<file path="src/rtl/touch_poll_sequencer.sv">
// Poll sequencer for the capacitive touch controller: issues a five-register read burst per
// poll interval through an I2C master, assembles count/X/Y and publishes them atomically.
module touch_poll_sequencer #(
  parameter int unsigned POLL_PERIOD    = 1_000_000,
  parameter int unsigned TIMEOUT_CYCLES = 200_000,
  parameter logic [6:0]  DEV_ADDR       = 7'h38,
  parameter logic [7:0]  FIRST_REG      = 8'h02
) (
  input  logic        clk_in,
  input  logic        rst_in,
  input  logic        enable_in,
  output logic        i2c_trigger_out,
  output logic [7:0]  i2c_reg_out,
  output logic [6:0]  i2c_addr_out,
  input  logic [7:0]  i2c_data_in,
  input  logic        i2c_valid_in,
  output logic [3:0]  touch_count_out,
  output logic [11:0] touch_x_out,
  output logic [11:0] touch_y_out,
  output logic        touch_valid_out,
  output logic        timeout_out
);

  localparam int PW = $clog2(POLL_PERIOD + 1);
  localparam int TW = $clog2(TIMEOUT_CYCLES + 1);
  localparam logic [PW-1:0] POLL_LAST = PW'(POLL_PERIOD - 1);
  localparam logic [TW-1:0] TMO_LAST  = TW'(TIMEOUT_CYCLES - 1);

  typedef enum logic [2:0] {
    S_WAIT_POLL,
    S_ISSUE,
    S_WAIT_DATA,
    S_NEXT,
    S_PUBLISH
  } state_e;

  state_e        state_q;
  logic [PW-1:0] poll_cnt_q;
  logic [TW-1:0] tmo_cnt_q;
  logic [2:0]    idx_q;
  logic          trigger_q;
  logic [7:0]    reg_q;
  logic          touch_valid_q;
  logic          timeout_q;
  logic [3:0]    touch_count_q;
  logic [11:0]   touch_x_q;
  logic [11:0]   touch_y_q;

  // Only the low nibble of the status and high-coordinate registers carries data.
  logic [3:0]    st_q;
  logic [3:0]    xh_q;
  logic [7:0]    xl_q;
  logic [3:0]    yh_q;
  logic [7:0]    yl_q;

  logic [3:0]    cnt_d;
  logic [11:0]   x_d;
  logic [11:0]   y_d;

  // The controller reports at most two points; anything larger is a corrupt status byte.
  function automatic logic [3:0] clamp_count(input logic [3:0] status);
    clamp_count = (status > 4'd2) ? 4'd0 : status;
  endfunction

  always_comb begin
    cnt_d = clamp_count(st_q);
    x_d   = touch_x_q;
    y_d   = touch_y_q;
    if (cnt_d != 4'd0) begin
      x_d = {xh_q, xl_q};
      y_d = {yh_q, yl_q};
    end
  end

  always_ff @(posedge clk_in or posedge rst_in) begin
    if (rst_in) begin
      state_q       <= S_WAIT_POLL;
      poll_cnt_q    <= '0;
      tmo_cnt_q     <= '0;
      idx_q         <= '0;
      trigger_q     <= 1'b0;
      reg_q         <= FIRST_REG;
      touch_valid_q <= 1'b0;
      timeout_q     <= 1'b0;
      touch_count_q <= '0;
      touch_x_q     <= '0;
      touch_y_q     <= '0;
      st_q          <= '0;
      xh_q          <= '0;
      xl_q          <= '0;
      yh_q          <= '0;
      yl_q          <= '0;
    end else begin
      trigger_q     <= 1'b0;
      touch_valid_q <= 1'b0;
      timeout_q     <= 1'b0;
      if (poll_cnt_q != POLL_LAST) poll_cnt_q <= poll_cnt_q + PW'(1);

      case (state_q)
        S_WAIT_POLL: begin
          if (poll_cnt_q == POLL_LAST && enable_in) begin
            poll_cnt_q <= '0;
            idx_q      <= '0;
            reg_q      <= FIRST_REG;
            trigger_q  <= 1'b1;
            tmo_cnt_q  <= '0;
            state_q    <= S_ISSUE;
          end
        end
        S_ISSUE: begin
          tmo_cnt_q <= tmo_cnt_q + TW'(1);
          state_q   <= S_WAIT_DATA;
        end
        S_WAIT_DATA: begin
          if (i2c_valid_in) begin
            case (idx_q)
              3'd0:    st_q <= i2c_data_in[3:0];
              3'd1:    xh_q <= i2c_data_in[3:0];
              3'd2:    xl_q <= i2c_data_in;
              3'd3:    yh_q <= i2c_data_in[3:0];
              default: yl_q <= i2c_data_in;
            endcase
            state_q <= S_NEXT;
          end else if (tmo_cnt_q == TMO_LAST) begin
            // Abandon the whole burst; published values stay as they were.
            timeout_q <= 1'b1;
            st_q      <= '0;
            xh_q      <= '0;
            xl_q      <= '0;
            yh_q      <= '0;
            yl_q      <= '0;
            state_q   <= S_WAIT_POLL;
          end else begin
            tmo_cnt_q <= tmo_cnt_q + TW'(1);
          end
        end
        S_NEXT: begin
          if (idx_q == 3'd4) begin
            touch_count_q <= cnt_d;
            touch_x_q     <= x_d;
            touch_y_q     <= y_d;
            touch_valid_q <= 1'b1;
            state_q       <= S_PUBLISH;
          end else begin
            idx_q     <= idx_q + 3'd1;
            reg_q     <= FIRST_REG + {5'd0, idx_q} + 8'd1;
            trigger_q <= 1'b1;
            tmo_cnt_q <= '0;
            state_q   <= S_ISSUE;
          end
        end
        S_PUBLISH: state_q <= S_WAIT_POLL;
        default:   state_q <= S_WAIT_POLL;
      endcase
    end
  end

  assign i2c_trigger_out = trigger_q;
  assign i2c_reg_out     = reg_q;
  assign i2c_addr_out    = DEV_ADDR;
  assign touch_count_out = touch_count_q;
  assign touch_x_out     = touch_x_q;
  assign touch_y_out     = touch_y_q;
  assign touch_valid_out = touch_valid_q;
  assign timeout_out     = timeout_q;

endmodule

</file>
<file path="config.mk">
export PLATFORM = sky130hd
export DESIGN_NAME = touch_poll_sequencer
export DESIGN_NICKNAME = d
export VERILOG_FILES = /design/src/rtl/touch_poll_sequencer.sv
export SDC_FILE = /design/constraint.sdc
export NUM_CORES = 1
export LEC_CHECK = 0
export ABC_AREA = 1
export CORE_ASPECT_RATIO = 0.7
export CORE_MARGIN = 1.5
export CORE_UTILIZATION = 41
export CTS_BUF_LIST = sky130_fd_sc_hd__clkbuf_8
export DETAILED_ROUTE_END_ITERATION = 6
export PLACE_DENSITY = 0.64
export SYNTH_ARGS = -nofsm -noshare
export SYNTH_HDL_FRONTEND = slang
export SYNTH_SLANG_ARGS = --single-unit
</file>
<file path="constraint.sdc">
create_clock -name clk_in -period 11 [get_ports clk_in]
set_input_delay 2.2 -clock clk_in [delete_from_list [all_inputs] [get_ports clk_in]]
set_output_delay 2.2 -clock clk_in [all_outputs]
set_load 0.05 [all_outputs]
</file>
After elaboration in Yosys (flattened, before gate mapping)

Index checks and enable logic that the tools add are counted.

Logic and storage cells: 100
Flip-flop bits (word level): 111
Input port bits: 12
Output and inout bits: 46

Reductions and logical operators: 18
Equal/unequal tests: 20
Add/subtract/negate cells: 5
$lt $le $gt $ge: 1
Mux-type cells: 40

Operator list:

| cell                                                                     | count |
|---|---|
| 18-bit two-way mux                                                       | 4 |
| 18-bit one-hot mux with 4 select lines                                   | 1 |
| 20-bit two-way mux                                                       | 3 |
| 8-bit two-way mux                                                        | 7 |
| 4-bit two-way mux                                                        | 8 |
| 3-bit AND reduction                                                      | 7 |
| 20-bit by 1-bit adder with 20-bit output (second input constant)         | 1 |
| 20-bit == test (second input constant)                                   | 1 |
| 20-bit inequality test (second input constant)                           | 1 |
| 18-bit by 1-bit adder with 18-bit output (second input constant)         | 1 |
| 18-bit == test (second input constant)                                   | 1 |
| 3-bit two-way mux                                                        | 6 |
| 8-bit one-hot mux with 2 select lines                                    | 1 |
| 3-bit by 2-bit == test with 1-bit output (second input constant)         | 4 |
| 3-bit one-hot mux with 4 select lines                                    | 1 |
| 2-bit inequality test (second input constant)                            | 5 |
| 2-bit by 1-bit inequality test with 1-bit output (second input constant) | 4 |
| 4-bit nonzero test                                                       | 2 |
| 1-bit two-way mux                                                        | 7 |
| 3-bit by 1-bit == test with 1-bit output (second input constant)         | 2 |
| 3-bit logical NOT                                                        | 2 |
| 3-bit one-hot mux with 2 select lines                                    | 1 |
| 4-bit by 1-bit adder with 5-bit output (second input constant)           | 1 |
| 5-bit AND reduction                                                      | 1 |
| 10 further kinds                                                         | 12 |

Longest topological paths before layout

Gate-level depths: netlist of the first run.

Depth after elaboration: 4
Mapped depth: 11
Gate-level depth less buffers: 11

Worst setup path before layout of the first run

OpenSTA, ideal clock, no wires.

Path type: input port to flip-flop
From: input port i2c_valid_in
To: register yl_q[0]
Arrival: 3.043 ns
Required time: 10.874 ns
Buffers on the path: 2
Stages on the path: 7
Path slack: 7.831 ns
Setup time: 0.126 ns
Cells stage by stage: buf_2 -> inv_1 -> nor2_1 -> nor2_8 -> buf_6 -> nand2_1 -> o21ai_0

Cells in the longest elaborated chain, start to end: 2
Elaborated cells between the ends (all ways): 4
Those cells by class: eq/ne (1); mux (1); reduce/logical (2)

RTL lines:

| element                                                                      | RTL line | RTL |
|---|---|---|
| start: declaration                                                           | 16       | `input logic i2c_valid_in,` |
| 2-bit inequality test (no source line) or 2-bit nonzero test (tied branches) | -        |  |
| 3-bit AND reduction (no source line)                                         | -        |  |
| end signal: assignment                                                       | 121      | `default: yl_q <= i2c_data_in;` |
| end: declaration                                                             | 54       | `logic [7:0] yl_q;` |

Several ways; a longest one is shown, not always the timed one.
A chain may end at the register's enable or synchronous reset.

Final worst setup path of the first run

From: register reg_q[1], in the netlist i2c_reg_out[1]
To: output port i2c_reg_out[1]

RTL lines:

| element                  | RTL line | RTL |
|---|---|---|
| start: declaration       | 42       | `logic [7:0] reg_q;` |
| start signal: assignment | 146      | `reg_q <= FIRST_REG + {5'd0, idx_q} + 8'd1;` |
| end: declaration         | 13       | `output logic [7:0] i2c_reg_out,` |

No word-level cell between the ends.

==> qor.txt, run 1 <==
Layout Utilization: 47.7%
io pins: 58
critical path buffer and inverter count: 1
Crit path largest cell delay: 800 ps
vias in the first global route: 4206
setup_tns: 0 ps
TritonRoute pass-1 iters: 5
synth unique cells: 34
top cells by area, synth: dfrtp_1, nand2_1, nor2_1
slew margin rel.: 30.0%
first-pass GRT wire length: 20400 um
CTS Buffer Depth: 2
Num Clock Sinks: 106
CTS tree: yes
Routed Antenna Nets: 0
Worst Hold Class: flip-flop to flip-flop
CTS Buf Count: 9
Worst-path clk slew: 100 ps
max cap viols: 0
WP data required: 8800 ps
row count: 35
die height: 100 um
min Tclk post-route: 3920 ps
pwr dens: 193 nW/um^2
IO Port Bufs: 46
Yosys reg bits: 106
synthesized area: 5550 um^2
Worst Path Arrival: 1720 ps
Final Hold Viols: 0
nets@finish: 763
Max stage delay cell, worst path: clkdlybuf4s50_1
Synth top cells by count: nand2_1, dfrtp_1, nor2_1, inv_1, nand3_1
Post-CTS Setup Repair Bufs: 0
Setup crit end kind: output port
Via density: 4.84
cts hold-fix bufs: 0
H-tree levels: 3
post-synth top area cell: dfrtp_1
crit-path max FO: 2
DR DRC count: 0
die width: 142 um
Cells after Synth: 703
WL per Instance: 12.9 um
kind of critical path: flip-flop to output port
die area: 14300 um^2
initial core utilization: 42.1%
RSZ-0062 raised after global routing: false
total wire length: 12000 um
global route total overflow: 0
Reg area: 2650 um^2
period utilization: 35.7%
DR vias: 4513
most frequent cell after synthesis: nand2_1
worst-margin pin slew: 1050 ps
Leakage: 3.24 nW
Clk Latency, worst-skew pair: 370 ps
clock root buffer: clkbuf_8
core outline area: 13200 um^2
filler cell count: 1249
register area share after synthesis: 47.8%
Yosys warnings: 0
Setup-failing EPs final: 0
share of the synthesized area in the top cell type: 47.4%
GPL Wtd Cong: 0.879
ys flop type: dfrtp_1
Area Growth Syn to Fin: 13.3%
antenna violations before repair: 0
area of the multi-input gates: 2440 um^2
Syn Area/Cell: 7.89 um^2
largest net degree at the start of global routing: 84
share of post-route cells with drive strength above 1: 8.16%
total track usage: 17.9%
Worst IR Drop VDD: 0.109 mV
asr flop ratio synth: 100%
Antenna diodes: 0
Iteration-0 DRC Markers: 339
final-report max-slew violation count: 0
CP delay by family, top: buffers and inverters
Fmax achieved: 255 MHz
number of flops mapped to enable cells by yosys: 0
final worst clock skew: 10.6 ps
CP cell instances: clkdlybuf4s50_1
DP HPWL: 8610 um
Resized cells post-CTS: 0
run status: complete, no violations
crit start category: flip-flop
-- logic make-up after synthesis --
| logic type | after synthesis | share of synthesized area [%] |
|---|---|---|
| adder cells (fa/ha/maj) | 8 | 1.80 |
| XOR/XNOR | 18 | 2.84 |
| buffers and inverters | 102 | 8.73 |
| AND/OR/NAND/NOR | 424 | 34.3 |
| flip-flops | 106 | 47.8 |
| other | 2 | 0.135 |
| AO/OA/AOI/OAI | 43 | 4.33 |
-- metal layers --
metal | vias up | share of wire, % | GRT usage (%)
met3 | 16 | 6.0 | 3.86
met1 | 2108 | 52 | 27.2
met5 | - | 0 | 0
met4 | 0 | 0.99 | 4.12
li1 | 2267 | - | -
met2 | 122 | 41 | 26.1
-- cell usage in the layout, fill, tap and decap left out, types with 5 or more instances in the layout --
master           synthesis  final
clkdlybuf4s50_1          0     46
inv_1                   70     69
xnor2_1                  5      5
o21ai_0                 25     25
ha_1                     8      8
nand2_1                223    223
nor2_1                  83     83
a21oi_1                 10     10
a21oi_2                  6      6
nor2_2                   9      9
xor2_1                  13     13
conb_1                   2     11
nand2_2                  8      8
dfrtp_1                105    105
nand3_1                 58     58
clkbuf_8                 0     10
nand4_1                 19     19
nor3_1                   8      8
-- worst reg2reg max path, delay by kind of cell (launching register included) --
family	cells	cell delay (ps)
and+or+nand+nor	7	1780
DFF	1	420
adders and majority gates	1	210
-- worst paths after layout --
kind | startpoint | to | slack [ps] | cells after the start
min | xl_q[6] | touch_x_out[6] | 490 | 2
min in group asynchronous | rst_in | touch_y_out[10] | 2130 | 2
min reg2reg | xl_q[6] | touch_x_out[6] | 490 | 2
max in group asynchronous | rst_in | tmo_cnt_q[7] | 7530 | 3
max | i2c_reg_out[1] | i2c_reg_out[1] | 7080 | 1
max reg2reg | tmo_cnt_q[0] | xl_q[0] | 8530 | 8
-- registers in the layout, indices dropped and copies added, names as in the netlist --
signal / count
yl_q: 8
touch_y_out: 12
xl_q: 8
poll_cnt_q: 20
st_q: 4
touch_x_out: 12
i2c_trigger_out: 1
timeout_out: 1
tmo_cnt_q: 18
i2c_reg_out: 3
state_q: 3
xh_q: 4
yh_q: 4
touch_valid_out: 1
idx_q: 3
touch_count_out: 4
-- stage by stage --
stage | power (mW) | instance area (um^2) | setup slack (ps) | std cells | hold slack, ps
floorplan | 0.851 | 5580 | 6010 | 712 | 436
global placement | 0.959 | 6080 | 6950 | 917 | 463
detailed placement | 0.968 | 6080 | 6770 | 917 | 464
CTS | 1.23 | 6290 | 7060 | 933 | 487
global route | 1.29 | 6290 | 7000 | 933 | 524
finish | 1.21 | 6290 | 7080 | 933 | 485
-- area by class of cell --
type | count | area share (%)
Multi-Input combinational cell | 504 | 38.9
Clock buffer | 10 | 2.19
Clock inverter | 6 | 1.11
Inverter | 75 | 4.52
Tap cell | 185 | 3.68
Timing Repair Buffer | 47 | 7.44
Sequential cell | 106 | 42.2
-- report_power, final --
group	leakage [nW]	switching, mW	total (mW)	internal, mW
Sequential	1.43	0.0533	0.523	0.470
Combinational	1.71	0.306	0.436	0.130
Clock	0.108	0.140	0.254	0.114
Total	3.24	0.500	1.21	0.714
Note: power is estimated with default switching activity, not from simulation.
==> run 2, diff against run 1 <==
==> constraint.sdc (replaced) <==
create_clock -name clk_in -period 3.65 [get_ports clk_in]
set_input_delay 0.73 -clock clk_in [delete_from_list [all_inputs] [get_ports clk_in]]
set_output_delay 0.73 -clock clk_in [all_outputs]
set_load 0.05 [all_outputs]
==> qor.txt, run 2 (synthesized netlist as in run 1, its figures left out) <==
Clk Latency, worst-skew pair: 380 ps
max cap viols: 0
P_int: 2.15 mW
core outline area: 13200 um^2
die width: 142 um
kind of critical path: flip-flop to output port
Final Instance Area: 6300 um^2
WL per Instance: 13.2 um
RSZ-0062 raised after global routing: false
crit-path max FO: 2
Via density: 4.87
Area Growth Syn to Fin: 13.6%
final-report max-slew violation count: 0
Num Clock Sinks: 106
Worst-path clk slew: 110 ps
Largest regs: poll_cnt_q (20), tmo_cnt_q (18)
critical path buffer and inverter count: 1
min Tclk post-route: 2450 ps
stages on the worst setup path: 1
initial core utilization: 42.1%
H-tree levels: 3
largest net degree at the start of global routing: 52
global route total overflow: 0
IO Port Bufs: 46
Max stage delay cell, worst path: clkdlybuf4s50_1
die height: 100 um
Resized cells post-CTS: 0
CP delay by family, top: buffers and inverters
Fmax achieved: 408 MHz
commonest non-fill, non-tap cells in the layout: nand2_1, dfrtp_1, nor2_1
Crit path largest cell delay: 790 ps
CTS Buf Count: 9
DR DRC count: 0
Clock power frac: 20.9%
CTS Buffer Depth: 2
max FFs per register: 20
run status: complete, no violations
sequential fraction of design power: 42.9%
first-pass GRT wire length: 21200 um
most flop-heavy register: poll_cnt_q
CTS tree: yes
Post-CTS Setup Repair Bufs: 0
final worst clock skew: 11.7 ps
Worst Hold Depth: 2
cts hold-fix bufs: 0
Worst Hold Class: flip-flop to flip-flop
Non-Filler Instances: 935
antenna violations before repair: 0
Placed Area: 6100 um^2
WP data required: 2920 ps
worst-margin pin slew: 866 ps
Gate power share: 36.2%
TritonRoute pass-1 iters: 5
cell count after placement: 919
Setup-failing EPs final: 0
Setup crit end kind: output port
switch share: 41.3%
Antenna diodes: 0
total wire length: 12300 um
filler cell count: 1276
Final Hold Viols: 0
GPL Wtd Cong: 0.867
Worst Path Arrival: 1720 ps
worst reg-to-reg path cell count: 8
pwr dens: 581 nW/um^2
clock root buffer: clkbuf_8
NetSw: 1.51 mW
most common cell after layout, fill and taps aside: nand2_1
vias in the first global route: 4259
Worst IR Drop VDD: 0.315 mV
total track usage: 18.7%
setup_tns: 0 ps
io pins: 58
DR vias: 4557
slew margin rel.: 42.1%
DP HPWL: 8850 um
period utilization: 67.2%
share of post-route cells with drive strength above 1: 8.40%
Routed Antenna Nets: 0
crit start category: flip-flop
die area: 14300 um^2
Leakage: 3.25 nW
nets@finish: 765
Iteration-0 DRC Markers: 302
row count: 35
CP cell instances: clkdlybuf4s50_1
## run 2: changes by cell type in the layout (fill, tap and decap cells not counted)
cell	change
buf_4	+2
## run 2: layout make-up
class	instances	area, um^2	area share, %
clock inverters	6	70.1	1.11
repair buffers	49	483	7.66
well taps	185	231	3.67
flip-flops and latches	106	2650	42.1
multi-input cells	504	2440	38.8
clock buffers	10	138	2.18
inverters	75	284	4.50
## run 2: power groups by stage
stage / combinational [mW] / sequential, mW / clock (mW)
final: 1.33 / 1.57 / 0.765
after global routing: 1.46 / 1.61 / 0.841
after detailed placement: 1.33 / 1.59 / 0
after global placement: 1.30 / 1.59 / 0
after floorplan: 0.717 / 1.85 / 0
after CTS: 1.34 / 1.57 / 0.789
## run 2: tightest hold or removal path: cells and delay by family, from the launching register on
family        cells  cell delay, ps
flops             1             360
simple gates      2             110
## run 2: path summary, 6_finish.rpt
| path | slack [ps] | to | from |
|---|---|---|---|
| min in group asynchronous | 790 | tmo_cnt_q[17] | rst_in |
| worst min-delay path | 490 | touch_x_out[6] | xl_q[6] |
| worst max register to register | 1270 | xl_q[0] | tmo_cnt_q[0] |
| worst min register to register | 490 | touch_x_out[6] | xl_q[6] |
| max in group asynchronous | 2060 | i2c_reg_out[1] | rst_in |
| worst max-delay path | 1200 | i2c_reg_out[1] | i2c_reg_out[1] |
## run 2: layer usage
layer | part of all wire, % | global-route usage, %
met2 | 42 | 26.3
met3 | 5.5 | 3.34
met5 | 0 | 0
met4 | 0.78 | 4.84
met1 | 52 | 29.3
## run 2: metrics by stage
stage	total power, mW	util [%]	hold slack (ps)	worst slack (ps)
2_1_floorplan	2.56	-	436	133
3_3_place_gp	2.89	46.3	462	1080
3_5_place_dp	2.93	46.3	466	891
4_1_cts	3.70	47.8	481	1180
5_1_grt	3.91	47.8	519	966
6_report	3.67	47.8	487	1200
==> run 3, diff against run 2 <==
--- a/config.mk
+++ b/config.mk
@@ -11,7 +11,7 @@
 export CORE_UTILIZATION = 41
 export CTS_BUF_LIST = sky130_fd_sc_hd__clkbuf_8
 export DETAILED_ROUTE_END_ITERATION = 6
-export PLACE_DENSITY = 0.64
+export PLACE_DENSITY = 0.66
 export SYNTH_ARGS = -nofsm -noshare
 export SYNTH_HDL_FRONTEND = slang
 export SYNTH_SLANG_ARGS = --single-unit
==> constraint.sdc (replaced) <==
create_clock -name clk_in -period 2.1 [get_ports clk_in]
set_input_delay 0.42 -clock clk_in [delete_from_list [all_inputs] [get_ports clk_in]]
set_output_delay 0.42 -clock clk_in [all_outputs]
set_load 0.05 [all_outputs]
==> qor.txt, run 3 (synthesized netlist as in run 1, its figures left out) <==
Routed Antenna Nets: 0
Largest regs: poll_cnt_q (20), tmo_cnt_q (18)
die area: 14300 um^2
nets@finish: 773
Post-CTS Setup Repair Bufs: 0
crit-path max FO: 2
largest net degree at the start of global routing: 49
antenna violations before repair: 0
IO Port Bufs: 46
first-pass GRT wire length: 20500 um
slew margin rel.: 63.9%
kind of critical path: flip-flop to output port
Reg2Reg Setup Slack: 150 ps
global route total overflow: 0
GPL Wtd Cong: 0.877
CTS tree: yes
Num Clock Sinks: 106
WL per Instance: 12.9 um
DR vias: 4471
crit start category: flip-flop
pwr dens: 993 nW/um^2
total wire length: 12200 um
Iteration-0 DRC Markers: 285
critical path buffer and inverter count: 1
area of the multi-input gates: 2460 um^2
WP data required: 1680 ps
Tot Pwr: 6.34 mW
RSZ-0062 raised after global routing: true
CP cell instances: clkdlybuf4s50_1
Worst IR Drop VDD: 0.586 mV
min Tclk post-route: 2030 ps
io pins: 58
Setup crit end kind: output port
most flop-heavy register: poll_cnt_q
max FFs per register: 20
worst-margin pin slew: 540 ps
Fmax achieved: 493 MHz
Area Growth Syn to Fin: 15.2%
initial core utilization: 42.1%
Final Hold Viols: 0
vias in the first global route: 4244
Antenna diodes: 0
filler cell count: 1283
Final Instance Area: 6390 um^2
CTS Buf Count: 9
Worst-path clk slew: 110 ps
TritonRoute pass-1 iters: 5
final worst clock skew: 14.4 ps
Clk Latency, worst-skew pair: 380 ps
row count: 35
commonest non-fill, non-tap cells in the layout: nand2_1, dfrtp_1, nor2_1
most common cell after layout, fill and taps aside: nand2_1
Leakage: 3.30 nW
DR DRC count: 0
period utilization: 96.6%
run status: complete, no violations
Via density: 4.74
final hold slack: 362 ps
Placed Area: 6170 um^2
Setup-failing EPs final: 0
H-tree levels: 3
core outline area: 13200 um^2
Non-Filler Instances: 943
clock root buffer: clkbuf_8
total track usage: 18.1%
Crit path largest cell delay: 830 ps
share of post-route cells with drive strength above 1: 9.76%
CTS Buffer Depth: 2
Worst Path Arrival: 1610 ps
max cap viols: 0
DP HPWL: 8890 um
die height: 100 um
Worst Hold Class: primary input to asynchronous set/reset pin
cell count after placement: 926
die width: 142 um
Max stage delay cell, worst path: clkdlybuf4s50_1
cts hold-fix bufs: 0
final-report max-slew violation count: 0
Reg area: 2660 um^2
Resized cells post-CTS: 0
CP delay by family, top: buffers and inverters
run 3: cell types whose count changed in the layout (fill, tap and decap cells not counted), sizes merged:
| cell | delta |
|---|---|
| bufinv | -1 |
| clkbuf | +1 |
| clkdlybuf4s50 | -2 |
| clkinvlp | +3 |
| inv | -1 |
| dlymetal6s2s | +1 |
| clkinv | -2 |
| nand3 | +1 |
| buf | +8 |
run 3: per-layer routing:
metal  GRT usage (%)  vias up  share of wire, %
met5               0        -                 0
met3            3.77       11               4.2
met2            25.5       92                41
met4            4.76        0              0.77
li1                -     2273                 -
met1            28.1     2095                54
run 3: power by group:
| group | internal, mW | switching [mW] | total, mW | leakage, nW |
|---|---|---|---|---|
| combinational | 0.717 | 1.64 | 2.36 | 1.77 |
| sequential | 2.46 | 0.272 | 2.73 | 1.43 |
| clock | 0.513 | 0.734 | 1.25 | 0.0945 |
| total | 3.69 | 2.65 | 6.34 | 3.30 |
run 3: path summary, 6_finish.rpt:
kind	depth (start not counted)	to	start
worst max-delay path	1	i2c_reg_out[2]	i2c_reg_out[2]
worst min-delay path	2	xh_q[2]	rst_in
worst max register to register	8	tmo_cnt_q[13]	poll_cnt_q[0]
worst min register to register	2	touch_x_out[8]	xh_q[0]
max in group asynchronous	3	i2c_reg_out[1]	rst_in
min in group clk_in	2	touch_x_out[8]	xh_q[0]
run 3: worst reg2reg max path, delay by kind of cell, from the launching register on:
kind / cells / cell delay, ps
flops: 1 / 440
simple gates: 7 / 1170
fa+ha+maj: 1 / 230
run 3: final cells by class:
cell class              count  area share [%]
multi-input cells         505            38.5
flip-flops and latches    106            41.6
inverters                  75            4.46
repair buffers             56            8.77
clock buffers              11            2.37
well taps                 185            3.62
clock inverters             5           0.685
run 3: through the flow:
step	TNS, ps	utilization (%)	setup WS [ps]
finish	0	48.5	71.4
global route	-9.28	48.5	-6.45
CTS	0	48.3	19.2
detailed placement	0	46.8	148
global placement	0	46.8	216
floorplan	0	-	407
